--- config.mk ---
export PLATFORM = sky130hd
export DESIGN_NAME = bridge_arbiter_2
export DESIGN_NICKNAME = d
export VERILOG_FILES = /design/src/rtl/bridge_arbiter_2.sv
export SDC_FILE = /design/constraint.sdc
export NUM_CORES = 1
export LEC_CHECK = 0
export ABC_AREA = 1
export BUFFER_PORTS_ARGS = -buffer_cell sky130_fd_sc_hd__buf_2
export CORE_UTILIZATION = 25
export CTS_CLUSTER_DIAMETER = 120
export DETAILED_ROUTE_END_ITERATION = 12
export PLACE_DENSITY_LB_ADDON = 0.05
export SLEW_MARGIN = 20
export SYNTH_ARGS = -nofsm -noshare
export SYNTH_HDL_FRONTEND = slang
export SYNTH_SLANG_ARGS = --single-unit
--- constraint.sdc ---
create_clock -name clk -period 1.4 [get_ports clk]
set_clock_uncertainty 0.1 [all_clocks]
set_input_delay 0.21 -clock clk [delete_from_list [all_inputs] [get_ports clk]]
set_output_delay 0.21 -clock clk [all_outputs]
set_load 0.02 [all_outputs]
--- src/rtl/bridge_arbiter_2.sv ---
// Two-master arbiter in front of the 32-bit host port of the 32-to-16 bridge.
// One master owns the downstream port until its s_compl arrives. A RELEASE
// cycle then drives the port idle so no stale request is seen downstream.
module bridge_arbiter_2 #(
  parameter bit FIXED_PRIORITY = 1'b0
) (
  input  logic        clk,
  input  logic        rst_n,
  input  logic        m0_cs,
  input  logic [31:0] m0_addr,
  input  logic [31:0] m0_wdata,
  input  logic        m0_wr_en,
  input  logic [3:0]  m0_bytesel,
  output logic [31:0] m0_rdata,
  output logic        m0_compl,
  input  logic        m1_cs,
  input  logic [31:0] m1_addr,
  input  logic [31:0] m1_wdata,
  input  logic        m1_wr_en,
  input  logic [3:0]  m1_bytesel,
  output logic [31:0] m1_rdata,
  output logic        m1_compl,
  output logic        s_cs,
  output logic [31:0] s_addr,
  output logic [31:0] s_wdata,
  output logic        s_wr_en,
  output logic [3:0]  s_bytesel,
  input  logic [31:0] s_rdata,
  input  logic        s_compl,
  output logic [1:0]  grant
);

  typedef enum logic [1:0] {IDLE, OWN0, OWN1, RELEASE} state_t;

  state_t      r_state;
  state_t      w_next;
  logic        r_last;      // last-served master, 1 = master 1
  logic [31:0] r_m0_rdata;
  logic [31:0] r_m1_rdata;
  logic        r_m0_compl;
  logic        r_m1_compl;

  // A chip select with no byte lanes enabled is not a request.
  logic w_req0;
  logic w_req1;
  assign w_req0 = m0_cs && (|m0_bytesel);
  assign w_req1 = m1_cs && (|m1_bytesel);

  assign m0_rdata = r_m0_rdata;
  assign m1_rdata = r_m1_rdata;
  assign m0_compl = r_m0_compl;
  assign m1_compl = r_m1_compl;

  // Next-state selection and downstream mux driven from the registered owner.
  always_comb begin
    w_next    = r_state;
    grant     = 2'b00;
    s_cs      = 1'b0;
    s_addr    = 32'h0;
    s_wdata   = 32'h0;
    s_wr_en   = 1'b0;
    s_bytesel = 4'h0;
    unique case (r_state)
      IDLE: begin
        if (w_req0 && w_req1) begin
          if (FIXED_PRIORITY) w_next = OWN0;
          else                w_next = r_last ? OWN0 : OWN1;
        end else if (w_req0) begin
          w_next = OWN0;
        end else if (w_req1) begin
          w_next = OWN1;
        end
      end
      OWN0: begin
        grant     = 2'b01;
        s_cs      = m0_cs;
        s_addr    = m0_addr;
        s_wdata   = m0_wdata;
        s_wr_en   = m0_wr_en;
        s_bytesel = m0_bytesel;
        if (s_compl) w_next = RELEASE;
      end
      OWN1: begin
        grant     = 2'b10;
        s_cs      = m1_cs;
        s_addr    = m1_addr;
        s_wdata   = m1_wdata;
        s_wr_en   = m1_wr_en;
        s_bytesel = m1_bytesel;
        if (s_compl) w_next = RELEASE;
      end
      RELEASE: w_next = IDLE;
      default: w_next = IDLE;
    endcase
  end

  // State, round-robin pointer, captured read data and completion pulses.
  always_ff @(posedge clk) begin
    if (!rst_n) begin
      r_state    <= IDLE;
      r_last     <= 1'b1;
      r_m0_rdata <= 32'h0;
      r_m1_rdata <= 32'h0;
      r_m0_compl <= 1'b0;
      r_m1_compl <= 1'b0;
    end else begin
      r_state    <= w_next;
      r_m0_compl <= (r_state == OWN0) && s_compl;
      r_m1_compl <= (r_state == OWN1) && s_compl;
      if ((r_state == OWN0) && s_compl) begin
        r_last <= 1'b0;
        if (!m0_wr_en) r_m0_rdata <= s_rdata;
      end
      if ((r_state == OWN1) && s_compl) begin
        r_last <= 1'b1;
        if (!m1_wr_en) r_m1_rdata <= s_rdata;
      end
    end
  end

endmodule
## Word level (Yosys, flattened, before mapping)

Cells that the tools add are included.

| operators by class | value |
|---|---|
| equal/unequal tests | 5 |
| mux-type cells | 12 |
| bitwise gates (word level) | 3 |
| reduce and logical (&&, ||, !) cells | 13 |

Operators by type and width:

| operator | count |
|---|---|
| $pmux 32 s2 | 2 |
| $mux 2 | 5 |
| $pmux 4 s2 | 1 |
| $reduce_or 4->1 | 2 |
| $pmux 2 s3 | 1 |
| $reduce_and 2->1 | 3 |
| $logic_and 1x1->1 | 5 |
| $eq 2x2->1 const B | 2 |
| $ne 4x4->1 const B | 1 |
| $pmux 1 s2 | 2 |
| $pmux 2 s2 | 1 |
| $reduce_or 2->1 | 2 |
| $not 1->1 | 3 |
| $eq 2x1->1 const B | 1 |
| $logic_not 2->1 | 1 |
| $ne 2x1->1 const B | 1 |

| word-level totals | value |
|---|---|
| bits in registers | 69 |
| input port bits | 175 |
| output and inout bits | 138 |
| logic and storage cells | 39 |

## Logic depth before layout (Yosys ltp)

Gate-level depths: netlist of run 1.

| logic depth | value |
|---|---|
| depth after elaboration | 6 |
| depth in mapped cells | 9 |
| gate-level depth less buffers | 8 |

## Worst setup path after synthesis of run 1

Ideal clock, no wire load.

| timing | value |
|---|---|
| path kind | reg2out |
| from | reg r_state[0] |
| to | out s_addr[0] |
| arrival | 1.322 ns |
| required time | 1.090 ns |
| slack | -0.232 ns |
| stages on the path, launching flop included | 6 |
| path buffers | 1 |
| cells stage by stage | dfxtp_1 inv_1 ha_1 inv_2 clkbuf_1 a21oi_1 |

| between the ends | value |
|---|---|
| word-level cells in the longest chain between the ends | 2 |
| elaborated cells between the ends (all ways) | 3 |
| classes of those cells | 2 x eq/ne; 1 x mux |

RTL lines:

| what | line | source |
|---|---|---|
| start: declaration | 35 | `state_t r_state;` |
| start signal: assignment | 107 | `r_state <= w_next;` |
| $eq 2x2->1 or $eq 2x1->1 (tied branches) | 63 | `unique case (r_state)` |
| $pmux 32 s2 * | 63 |  |
| end: declaration | 24 | `output logic [31:0] s_addr,` |

Mark *: on every way between the ends. The rest lies on a longest branch, timed or not.

## Worst setup path after layout of run 1

| timing | value |
|---|---|
| from | reg r_state[0] |
| to | out s_addr[27] |

Same word-level chain as after synthesis.

==> results.sh, run 1 <==
export IMPL_core_area_um2=14000
export IMPL_syn_avg_cell_area_um2=6.46
export IMPL_worstHoldPathType="in -> reg"
export IMPL_tns_ps=-54880
export IMPL_synthTopCellsByArea="dfxtp_1, nand2_1, nor2_1, a21oi_1, o21ai_0"
export IMPL_synth_top_area_share_pct=38.2
export IMPL_fillCellCount=1304
export IMPL_via_count=5071
export IMPL_max_slew_margin_pct=74.2
export IMPL_io_pins=313
export IMPL_required_ps=1090
export IMPL_cellPowerDensity_nw_per_um2=1880
export IMPL_antenna_found_initial=1
export IMPL_regToRegEndpoint="m1_rdata[25]$_SDFFE_PN0P_"
export IMPL_register_area_um2=1390
export IMPL_hold_viol=0
export IMPL_syn_inst=559
export IMPL_r2r_start="r_state[1]$_SDFFE_PN0P_"
export IMPL_grt_pass1_vias=4724
export IMPL_multi_input_area_um2=2850
export IMPL_layout_min_cycle_time_ps=1930
export IMPL_wl_mm=18.2
export IMPL_endpoint_kind="output port"
export IMPL_cts_tree="built"
export IMPL_dr_first_iter_drc_count=175
export IMPL_setup_viol=138
export IMPL_grt_setup_unrepaired="yes"
export IMPL_via_per_inst=4.65
export IMPL_fin_hold_ws_ps=9.60
export IMPL_synth_cell_area_um2=3610
export IMPL_die_y_um=122
export IMPL_io_buffers=312
export IMPL_clock_tree_buffer_depth=2
export IMPL_grt_max_degree=69
export IMPL_min_period_over_period_pct=138
export IMPL_min_delay_start="s_rdata[26]"
export IMPL_drive_above_1_share_pct=63.3
export IMPL_tightest_slew_ps=386
export IMPL_ys_warn_count=0
export IMPL_cp_max_fo=12
export IMPL_ant_nets=0
export IMPL_worst_slack_ps=-533
export IMPL_yosys_area_top_type="dfxtp_1"
export IMPL_final_area_um2=7950
export IMPL_hold_end="m1_rdata[26]$_SDFFE_PN0P_"
export IMPL_first_pass_iters=6
export IMPL_outcome="finished with violations"
export IMPL_nets=1086
export IMPL_floorplan_initialDensity_pct=25.8
export IMPL_worstPathArrival_ps=1620
export IMPL_clk_pin_slew_ps=50
export IMPL_cp_start_kind="flop"
export IMPL_avgRoutedWirePerCell_um=16.7
export IMPL_die_area_um2=14900
export IMPL_r2r_slack_ps=-370
export IMPL_cts_made_buffers=9
export IMPL_ir_worst_vdd_mv=0.795
export IMPL_h_tree_depth=3
export IMPL_pre_cts_ws_ps=-335
export IMPL_clk_latency_ps=330
export IMPL_placementRows=43
export IMPL_slew_violations=0
export IMPL_min_path_cells=3
export IMPL_dp_final_hpwl_mm=11.6
export IMPL_cts_sinks=69
export IMPL_grt_usage_pct=21.4
export IMPL_ys_types=22
export IMPL_reg2regPathDepth=10
export IMPL_cts_root_buf="clkbuf_16"
export IMPL_synth_seq_cells=69
export IMPL_gp_congestion=0.814
export IMPL_cap_violations=0
export IMPL_crit_type="reg -> out"
export IMPL_synth_fp_nets=739
export IMPL_place_area_um2=5690
export IMPL_grt_pass1_wl_mm=24.6
export IMPL_fmax_mhz=517
export IMPL_die_w_um=122
export IMPL_ys_seq_area_share_pct=38.2
export IMPL_leakagePower_nw=3.58
export IMPL_violations="setup timing"
export IMPL_grt_overflow_total=0
export IMPL_drcViolationCount=0
export IMPL_syn2layout_area_growth_pct=120
## layer usage
metal,vias to the layer above,GRT usage (%),wire (um)
met3,31,5.76,1380
met5,-,0,0
li1,2497,-,-
met4,0,7.77,480
met1,2361,22.7,6830
met2,182,40.1,9540
## how the worst max path moves through the flow
stage	start	endpoint	slack (ps)	depth (start not counted)
3_3_place_gp	r_state[1]$_SDFFE_PN0P_	s_addr[27]	-330	6
3_5_place_dp	r_state[1]$_SDFFE_PN0P_	s_addr[27]	-330	6
2_1_floorplan	r_state[1]$_SDFFE_PN0P_	s_wdata[10]	-190	6
5_1_grt	r_state[1]$_SDFFE_PN0P_	s_addr[27]	-580	6
4_1_cts	r_state[0]$_SDFFE_PN0P_	s_addr[27]	-540	6
6_report	r_state[0]$_SDFFE_PN0P_	s_addr[27]	-530	6
## state kept, by name, summed over array words and instances, names as in the netlist
name	flops
m0_rdata	32
m1_rdata	32
r_state	2
m0_compl	1
m1_compl	1
r_last	1
## final cells by class
cell class | instances | share of cell area [%]
antenna | 1 | 0.0315
clock buffer | 11 | 3.06
clock inverter | 4 | 0.913
inverter | 8 | 0.819
multi-input combinational | 440 | 35.9
sequential | 69 | 17.4
tap | 180 | 2.83
timing repair buffer | 376 | 38.5
timing repair inverter | 2 | 0.504
## where the power goes
| group | switching [W] | total (W) | internal, W | leakage, nW |
|---|---|---|---|---|
| sequential | 0.000185 | 0.00243 | 0.00224 | 0.561 |
| combinational | 0.00547 | 0.0101 | 0.00466 | 2.87 |
| clock | 0.000818 | 0.00241 | 0.00159 | 0.152 |
| total | 0.00647 | 0.0150 | 0.00850 | 3.58 |
## placed cells by master, fill, tap and decap left out, drive strengths merged, types with 4 or more instances in the layout
master       count
a21oi           71
nand2          154
ha               5
buf            361
nor2           141
o21ai           64
dfxtp           69
clkbuf          22
dlygate4sd3      4
inv              9
## cells in the mapped netlist
cell type,count
dfxtp_1,69
ha_1,5
nor2_8,2
buf_4,5
nand3b_1,1
inv_2,2
nor2_2,7
o21ai_1,9
buf_6,9
clkbuf_1,11
or2_2,1
o21ai_0,55
a21oi_1,71
inv_4,1
nand2_1,152
buf_2,16
nand2_2,1
nor2_1,132
nand2_4,1
nand3_1,3
inv_1,5
clkbuf_2,1
## cells by family after synthesis
family          Yosys count  share of synthesized area [%]
simple gates            300                           33.1
compound gates          135                           18.7
buf+inv                  50                           8.24
flops                    69                           38.2
fa+ha+maj                 5                           1.73
## worst max-delay path, cell delays in order, from the launching register on
cell and delay [ps]:
dfxtp_4 380, inv_6 50, ha_4 290, inv_8 90, buf_12 160, a21oi_4 170
buf_6 140
## what timing repair did
item,CTS,global route
resized for setup,210,190
pin swaps,22,53
gates cloned,10,14
setup buffers,10,11
endpoints found under the setup margin,138,139
endpoints found under the hold margin,4,0
hold buffers,4,0
## stage by stage
stage	power, W	util (%)	std cells
finish	0.0150	56.8	1091
global route	0.0157	56.8	1091
CTS	0.0132	50.1	1073
detailed placement	0.00861	40.6	1034
global placement	0.00854	40.6	1034
floorplan	0.00658	-	559
(Power assumes the default switching activity.)
==> run 2: changes to the inputs <==
--- a/config.mk
+++ b/config.mk
@@ -8,9 +8,10 @@
 export ABC_AREA = 1
 export BUFFER_PORTS_ARGS = -buffer_cell sky130_fd_sc_hd__buf_2
 export CORE_UTILIZATION = 25
-export CTS_CLUSTER_DIAMETER = 120
 export DETAILED_ROUTE_END_ITERATION = 12
+export GPL_ROUTABILITY_DRIVEN = 0
 export PLACE_DENSITY_LB_ADDON = 0.05
+export REMOVE_ABC_BUFFERS = 1
 export SLEW_MARGIN = 20
 export SYNTH_ARGS = -nofsm -noshare
 export SYNTH_HDL_FRONTEND = slang
==> run 2 against run 1 <==
Effect of this change:
- the flow still finishes with violations (setup timing)
- utilization down 7.7 points
- clock-buffer cell count down 1
- flip-flop and latch count unchanged
- final cell count down 2.4%
- global-route usage up 0.69 points
- critical endpoint is now s_wdata[9]
- largest cell class unchanged
==> results.sh, run 2 (synthesis results as in run 1) <==
export IMPL_crit_path_cell_trace="inv_6, ha_4, inv_8, buf_16, a21oi_1, buf_4"
export IMPL_die_area_um2=14900
export IMPL_dp_final_hpwl_mm=12.5
export IMPL_wl_mm=18.4
export IMPL_via_count=5039
export IMPL_dr_first_iter_drc_count=284
export IMPL_ant_nets=0
export IMPL_violations="setup timing"
export IMPL_cts_tree="built"
export IMPL_nets=1058
export IMPL_cellPowerDensity_nw_per_um2=1920
export IMPL_leakagePower_nw=3.28
export IMPL_hold_viol=0
export IMPL_endpoint_kind="output port"
export IMPL_worst_slack_ps=-542
export IMPL_total_power_w=0.0132
export IMPL_min_path_cells=3
export IMPL_syn2layout_area_growth_pct=90.0
export IMPL_antenna_found_initial=2
export IMPL_required_ps=1090
export IMPL_via_per_inst=4.73
export IMPL_clk_latency_ps=330
export IMPL_max_slew_margin_pct=81.8
export IMPL_cp_start_kind="flop"
export IMPL_layout_min_cycle_time_ps=1940
export IMPL_cp_max_fo=13
export IMPL_drive_above_1_share_pct=55.6
export IMPL_grt_pass1_vias=4609
export IMPL_die_y_um=122
export IMPL_grt_overflow_total=0
export IMPL_fillCellCount=1419
export IMPL_final_cell_mix="buf_2, nand2_1, nor2_1"
export IMPL_grt_usage_pct=22.1
export IMPL_critPathMaxStageDelay_ps=390
export IMPL_setup_viol=139
export IMPL_fin_hold_ws_ps=22.8
export IMPL_worstHoldPathType="in -> reg"
export IMPL_clk_pin_slew_ps=60
export IMPL_hold_buffers=0
export IMPL_drcViolationCount=0
export IMPL_avgRoutedWirePerCell_um=17.2
export IMPL_worstPathArrival_ps=1630
export IMPL_cts_made_buffers=9
export IMPL_grt_setup_unrepaired="yes"
export IMPL_die_w_um=122
export IMPL_cts_sinks=69
export IMPL_crit_type="reg -> out"
export IMPL_io_pins=313
export IMPL_placementRows=43
export IMPL_first_pass_iters=4
export IMPL_ir_worst_vdd_mv=0.812
export IMPL_floorplan_initialDensity_pct=25.8
export IMPL_utilization_pct=49.1
export IMPL_io_buffers=312
export IMPL_final_common_cell="buf_2"
export IMPL_grt_pass1_wl_mm=25.0
export IMPL_slew_violations=0
export IMPL_core_area_um2=14000
export IMPL_reg2regPathDepth=9
export IMPL_h_tree_depth=3
export IMPL_grt_max_degree=69
export IMPL_slowest_stage="dfxtp_4"
export IMPL_min_period_over_period_pct=139
export IMPL_tightest_slew_ps=273
export IMPL_clock_tree_buffer_depth=2
export IMPL_fmax_mhz=515
export IMPL_cap_violations=0
export IMPL_cts_root_buf="clkbuf_16"
export IMPL_outcome="finished with violations"
[run 2: changes by cell type in the layout (fill, tap and decap cells not counted), sizes merged]
cell | before | now
clkbuf | 22 | 14
bufinv | 2 | 0
diode | 1 | 2
clkinvlp | 1 | 3
buf | 361 | 346
dlygate4sd3 | 4 | 0
[run 2: area by class of cell]
cell class | instances | area [um^2] | area share [%]
multi-input cells | 440 | 2440 | 35.5
well taps | 180 | 225 | 3.28
repair buffers | 350 | 2470 | 36.0
clock buffers | 10 | 229 | 3.33
flip-flops and latches | 69 | 1390 | 20.2
inverters | 8 | 62.6 | 0.911
diodes | 2 | 5.00 | 0.0729
clock inverters | 6 | 48.8 | 0.711
[run 2: timing repair]
action,4_1_cts,5_1_grt
gates cloned,5,6
endpoints found under the setup margin,138,139
endpoints found under the hold margin,0,0
resized for setup,134,135
setup buffers,7,1
pin swaps,15,11
[run 2: final timing paths]
path	from	to	slack (ps)
setup / recovery	r_state[0]$_SDFFE_PN0P_	s_wdata[9]	-540
hold / removal	s_rdata[13]	m0_rdata[13]$_SDFFE_PN0P_	20
setup reg to reg	r_state[1]$_SDFFE_PN0P_	m0_rdata[0]$_SDFFE_PN0P_	-270
hold reg to reg	r_last$_SDFFE_PP1N_	r_last$_SDFFE_PP1N_	380
[run 2: routing by layer]
metal / vias up / share of wire, % / track usage [%]
li1: 2434 / - / -
met3: 38 / 8.0 / 5.25
met4: 0 / 3.2 / 10.9
met5: - / 0 / 0
met2: 212 / 49 / 37.7
met1: 2355 / 40 / 25.7
[run 2: critical path: cells and delay by family (launching register included)]
kind,cells,cell delay [ps]
buf+inv,4,470
flops,1,390
fa+ha+maj,1,290
compound gates,1,140
[run 2: power breakdown]
part	total, W	internal [W]	switching (W)
logic	0.00864	0.00366	0.00498
clock network	0.00212	0.00121	0.000906
registers	0.00241	0.00224	0.000164
[run 2: through the flow]
step,setup TNS (ps),setup slack (ps),instances,instance area (um^2)
after CTS,-50690,-536,1059,6350
final,-48740,-542,1065,6870
after global placement,-33210,-422,1031,5390
after detailed placement,-36200,-421,1031,5390
after floorplan,-172720,-1400,517,3350
after global routing,-58170,-592,1065,6870
